`config.mk`:
```
export PLATFORM = sky130hd
export DESIGN_NAME = vector_loader
export DESIGN_NICKNAME = d
export VERILOG_FILES = /design/src/rtl/vector_loader.sv
export SDC_FILE = /design/constraint.sdc
export NUM_CORES = 1
export LEC_CHECK = 0
export ABC_AREA = 0
export BUFFER_PORTS_ARGS = -buffer_cell sky130_fd_sc_hd__buf_2
export CAP_MARGIN = 0
export CORE_ASPECT_RATIO = 1.75
export CORE_MARGIN = 2
export CORE_UTILIZATION = 35
export DETAILED_ROUTE_END_ITERATION = 7
export PLACE_DENSITY_LB_ADDON = 0.2
export SYNTH_ARGS = -nofsm -noshare
export SYNTH_HDL_FRONTEND = slang
export SYNTH_SLANG_ARGS = --single-unit
```
`constraint.sdc`:
```
create_clock -name clk -period 2.45 [get_ports clk]
set_input_delay 0.49 -clock clk [delete_from_list [all_inputs] [get_ports clk]]
set_output_delay 0.49 -clock clk [all_outputs]
set_load 0.02 [all_outputs]
```
`src/rtl/vector_loader.sv`:
```
// Packs host words into SIZE-bit entries and issues one write strobe per entry, then an en_read pulse.
// Optional VLOAD_BYTESWAP_EN: byte-reverse each accepted word before packing.
module vector_loader #(
    parameter int WORD_W = 32,
    parameter int SIZE   = 256,
    parameter int AW     = 6
) (
    input  logic              clk,
    input  logic              rst,
    input  logic              start,
    input  logic [AW-1:0]     base_addr,
    input  logic [WORD_W-1:0] s_data,
    input  logic              s_valid,
    input  logic              s_last,
    output logic              s_ready,
    output logic [SIZE-1:0]   data_out,
    output logic [AW-1:0]     write_addr,
    output logic              write_en,
    output logic              en_read,
    output logic              busy,
    output logic [AW:0]       entry_count,
    output logic              overflow
);

    localparam int LANES = SIZE / WORD_W;
    localparam int LW    = (LANES > 1) ? $clog2(LANES) : 1;
    localparam logic [AW:0] FULL = {1'b1, {AW{1'b0}}};

    typedef enum logic [1:0] {IDLE, FILL, WRITE, DONE} state_t;

    state_t            r_state, w_state_nx;
    logic [SIZE-1:0]   r_pack, w_pack_nx, w_filled;
    logic [SIZE-1:0]   r_data, w_data_nx;
    logic [LW-1:0]     r_lane, w_lane_nx;
    logic              r_last, w_last_nx;
    logic [AW-1:0]     r_addr, w_addr_nx;
    logic [AW:0]       r_count, w_count_nx;
    logic              r_ovf, w_ovf_nx;
    logic              r_ready, w_ready_nx;
    logic              r_we, w_we_nx;
    logic              r_rd, w_rd_nx;
    logic              r_busy, w_busy_nx;
    logic [WORD_W-1:0] w_word;
    logic              w_beat;

`ifdef VLOAD_BYTESWAP_EN
    always_comb begin
        w_word = '0;
        for (int unsigned b = 0; b < WORD_W / 8; b++)
            w_word[b*8 +: 8] = s_data[WORD_W - 8 - b*8 +: 8];
    end
`else
    assign w_word = s_data;
`endif

    // r_ready is only ever high in FILL, so it alone qualifies a beat
    assign w_beat = r_ready & s_valid;

    always_comb begin
        w_filled = r_pack;
        w_filled[r_lane*WORD_W +: WORD_W] = w_word;
    end

    always_comb begin
        w_state_nx = r_state;
        w_pack_nx  = r_pack;
        w_data_nx  = r_data;
        w_lane_nx  = r_lane;
        w_last_nx  = r_last;
        w_addr_nx  = r_addr;
        w_count_nx = r_count;
        w_ovf_nx   = r_ovf;
        w_ready_nx = 1'b0;
        w_we_nx    = 1'b0;
        w_rd_nx    = 1'b0;
        case (r_state)
            IDLE: begin
                if (start) begin
                    w_addr_nx  = base_addr;
                    w_count_nx = '0;
                    w_ovf_nx   = 1'b0;
                    w_lane_nx  = '0;
                    w_pack_nx  = '0;
                    w_last_nx  = 1'b0;
                    w_ready_nx = 1'b1;
                    w_state_nx = FILL;
                end
            end
            FILL: begin
                w_ready_nx = 1'b1;
                if (w_beat) begin
                    if (r_lane == LW'(LANES - 1) || s_last) begin
                        // pack/lane cleared here rather than after WRITE; nothing observes them in between
                        w_data_nx  = w_filled;
                        w_pack_nx  = '0;
                        w_lane_nx  = '0;
                        w_last_nx  = s_last;
                        w_we_nx    = 1'b1;
                        w_ready_nx = 1'b0;
                        w_state_nx = WRITE;
                    end else begin
                        w_pack_nx = w_filled;
                        w_lane_nx = LW'(r_lane + 1'b1);
                    end
                end
            end
            WRITE: begin
                w_addr_nx  = r_addr + 1'b1;
                w_count_nx = r_count + 1'b1;
                if (r_last || (r_count + 1'b1) == FULL) begin
                    w_ovf_nx   = ~r_last;
                    w_rd_nx    = 1'b1;
                    w_state_nx = DONE;
                end else begin
                    w_ready_nx = 1'b1;
                    w_state_nx = FILL;
                end
            end
            DONE: w_state_nx = IDLE;
            default: w_state_nx = IDLE;
        endcase
        w_busy_nx = (w_state_nx != IDLE);
    end

    always_ff @(posedge clk) begin
        if (!rst) begin
            r_state <= IDLE;
            r_pack  <= '0;
            r_data  <= '0;
            r_lane  <= '0;
            r_last  <= 1'b0;
            r_addr  <= '0;
            r_count <= '0;
            r_ovf   <= 1'b0;
            r_ready <= 1'b0;
            r_we    <= 1'b0;
            r_rd    <= 1'b0;
            r_busy  <= 1'b0;
        end else begin
            r_state <= w_state_nx;
            r_pack  <= w_pack_nx;
            r_data  <= w_data_nx;
            r_lane  <= w_lane_nx;
            r_last  <= w_last_nx;
            r_addr  <= w_addr_nx;
            r_count <= w_count_nx;
            r_ovf   <= w_ovf_nx;
            r_ready <= w_ready_nx;
            r_we    <= w_we_nx;
            r_rd    <= w_rd_nx;
            r_busy  <= w_busy_nx;
        end
    end

    assign s_ready     = r_ready;
    assign data_out    = r_data;
    assign write_addr  = r_addr;
    assign write_en    = r_we;
    assign en_read     = r_rd;
    assign busy        = r_busy;
    assign entry_count = r_count;
    assign overflow    = r_ovf;

endmodule

```
==> results.toml <==
[synth]
synth_area_mm2 = 0.0207
synth-xor-area-share = 0
seq_area_frac_synth = 0.519
syn_nets = 2203
synthDistinctLibCells = 62
async_reset_ff_frac = 0
syn_inst = 2152
syn_area_per_cell_um2 = 9.61
ys_ff_latch = 536
synth-compound-area-share = 0.298
synth_fa_ha_area_frac = 0.00484
synthSimpleGateAreaFrac = 0.0838
yosysWarnings = 0
ys_dominant_reg_cell = "dfxtp_1"
synth_top_family_by_area = "compound AO/OA/AOI/OAI gates"
synth_edf_count = 0
synthMuxAreaShare = 0.0314

[cells_and_area]
area_delta_synth_final_pct = 21.4
nets = 2417
post-route-util = 0.431
fin_cells = 3173
antenna_cells = 0
multi_input_area_mm2 = 0.00881
drive_above_1_share = 0.231
num-fill-cells = 5765
seq_area_mm2 = 0.0107

[routing]
via_count = 18200
wire_per_inst_um = 23.4
route.met2.wl_mm = 35.7
highest_layer = "met4"
drt-initial-drc-count = 1287
drt_first_pass_iters = 5
wirelength_mm = 74.1
drc = 0
ant_nets = 0
dr_wl_met3_mm = 4.62
viasPerCell = 5.72
m1WireLength_mm = 29.7

[clock_network]
holdBufCountCts = 0
clk_latency_ns = 0.58
cts.sinks = 536
root_buffer = "clkbuf_16"
cts_tree = "built"
numCtsBuffers = 50
clkSlewWorstSetupHoldPaths_ns = 0.07
cts_max_path_buffers = 3
cts_htree_levels = 2

[floorplanning]
start_util = 0.355
die-area_mm2 = 0.0611
coreArea_mm2 = 0.0583
dieHeight_um = 326
die_x_um = 188
io_pins = 317
rows = 117

[job]
drv_cap = 0

[timing]
grt_setup_unrepaired = "true"
hold_violations = 0
fin_crit_sh = 1.00
setup_viol = 9
fmaxAchievable_mhz = 406
skew_ns = 0.0128
fin_ws_ns = -0.0116
relSlewSlack = 0.274
worst_slew_pin_slew_ns = 1.09
period_minus_slack_ns = 2.46
drv_slew = 0

[setup_path]
endpoint_kind = "flop"
required_ns = 2.92
crit_arrival_ns = 2.93
path_class = "reg2reg"
crit_path_start_kind = "flop"
crit_path_max_fanout = 6

[pwr]
leakage_uw = 0.0103
ir_drop_mv = 0.457
power.density_mw_per_mm2 = 716
p_total_uw = 18000

[status]
status = "finished with violations"
violations = "negative setup slack"

[hold_path]
hp-class = "in2reg"

[global_route]
grt_max_degree = 138
gr-total-overflow = 0
grt_pass1_wl_mm = 109
grtUsageTotal = 0.229
grt_pass1_vias = 17400
antenna_found_initial = 0

[place]
dpl.cell_count = 3078
gp_congestion = 0.860
dpl.hpwl_mm = 48.3
port_buffers = 316
place_ws_ns = -0.121
## final timing paths
path,start,to,slack [ns],cells past startpoint
hold / removal,base_addr[1],write_addr[1],0.16,3
setup / recovery,r_lane[0],r_pack[146],-0.01,8
setup reg to reg,r_lane[0],r_pack[146],-0.01,8
hold reg to reg,r_pack[94],r_pack[94],0.46,1
## per-stage QoR
stage / area (µm²) / TNS [ns] / hold WS (ns)
floorplan: 20700 / 0 / 0.441
finish: 25100 / -0.0461 / 0.165
detailed placement: 23200 / -5.36 / 0.453
CTS: 24900 / 0 / 0.128
global placement: 23200 / -3.94 / 0.446
global route: 25100 / -0.749 / 0.153
## placed cells by master (no fill, tap or decap), types with 3 or more instances in the layout
| cell type | netlist | routed |
|---|---|---|
| nor2_4 | 2 | 4 |
| dfxtp_1 | 536 | 534 |
| bufinv_16 | 0 | 3 |
| a22o_1 | 186 | 186 |
| clkbuf_16 | 0 | 57 |
| a31oi_1 | 27 | 27 |
| ha_1 | 8 | 4 |
| nand2_1 | 38 | 37 |
| nand3_1 | 70 | 70 |
| buf_2 | 62 | 315 |
| a221oi_1 | 42 | 42 |
| clkbuf_1 | 144 | 11 |
| inv_1 | 18 | 16 |
| a32o_1 | 70 | 70 |
| nor2_2 | 3 | 5 |
| a211oi_1 | 90 | 89 |
| o211ai_1 | 4 | 4 |
| nor3_1 | 92 | 92 |
| o22ai_2 | 3 | 3 |
| o21ai_0 | 265 | 261 |
| nor2_1 | 94 | 90 |
| nor3_2 | 4 | 4 |
| and3_4 | 1 | 4 |
| a21oi_1 | 207 | 205 |
| clkbuf_8 | 0 | 12 |
| a21oi_4 | 1 | 4 |
| buf_4 | 13 | 76 |
| clkinv_2 | 0 | 6 |
| a22oi_1 | 3 | 3 |
| buf_12 | 0 | 26 |
| nand2b_1 | 6 | 5 |
| buf_16 | 0 | 3 |
| o22ai_4 | 3 | 3 |
| o22ai_1 | 3 | 3 |
| mux2i_1 | 65 | 65 |
## worst max-delay path: stages (launching register included)
cell and delay (ns):
dfxtp_2 0.34, inv_2 0.05, ha_4 0.16, ha_4 0.28, or4b_4 0.48, o211ai_1 0.33
a21oi_4 0.25, clkbuf_16 0.26, a22o_1 0.20
## per-layer routing
metal | vias up | global-route usage
li1 | 8475 | -
met1 | 8856 | 0.274
met2 | 678 | 0.390
met3 | 151 | 0.0427
met4 | 0 | 0.123
met5 | - | 0
## registers in the layout (all words and copies together) (netlist names), 2 cells and up
signal	cells
data_out	256
r_pack	256
entry_count	7
write_addr	6
r_lane	3
r_state	2
## logic make-up after synthesis
group / after synthesis
buffers and inverters: 283
DFF: 536
AOI/OAI and AO/OA: 913
and+or+nand+nor: 347
adders and majority gates: 8
muxes: 65
## area by class of cell
class                           count  area share
Clock buffer                       76      0.0610
Clock inverter                     10     0.00513
Inverter                           18     0.00269
Multi-Input combinational cell   1334       0.351
Sequential cell                   536       0.427
Tap cell                          773      0.0385
Timing Repair Buffer              426       0.114
## where the power goes
group / switching (µW) / internal (µW)
Clock: 3400 / 4610
Sequential: 64.8 / 8810
Combinational: 817 / 306
Total: 4280 / 13700
## cell usage after synthesis, types with 4 or more instances
library cell	instances	area, µm²
buf_6	15	169
nor2_1	94	353
nand3_1	70	350
mux2i_1	65	651
buf_2	62	310
a21oi_1	207	1040
nand2b_1	6	37.5
a221oi_1	42	368
clkbuf_1	144	541
a22o_1	186	1630
nor3_1	92	460
nor3_2	4	40.0
o211ai_1	4	30.0
ha_1	8	100
and3_1	6	37.5
a211oi_1	90	676
nand2_1	38	143
o21ai_0	265	1330
inv_1	18	67.6
dfxtp_1	536	10700
a32o_1	70	701
a31oi_1	27	169
buf_4	13	97.6
buf_1	31	116
## timing repair
item	4_1_cts	5_1_grt
endpoints found under the setup margin	132	204
gates resized for setup	6	24
buffers inserted	2	1
pin swaps	4	29
cloned	1	5
Note: power is estimated with default switching activity, not from simulation.
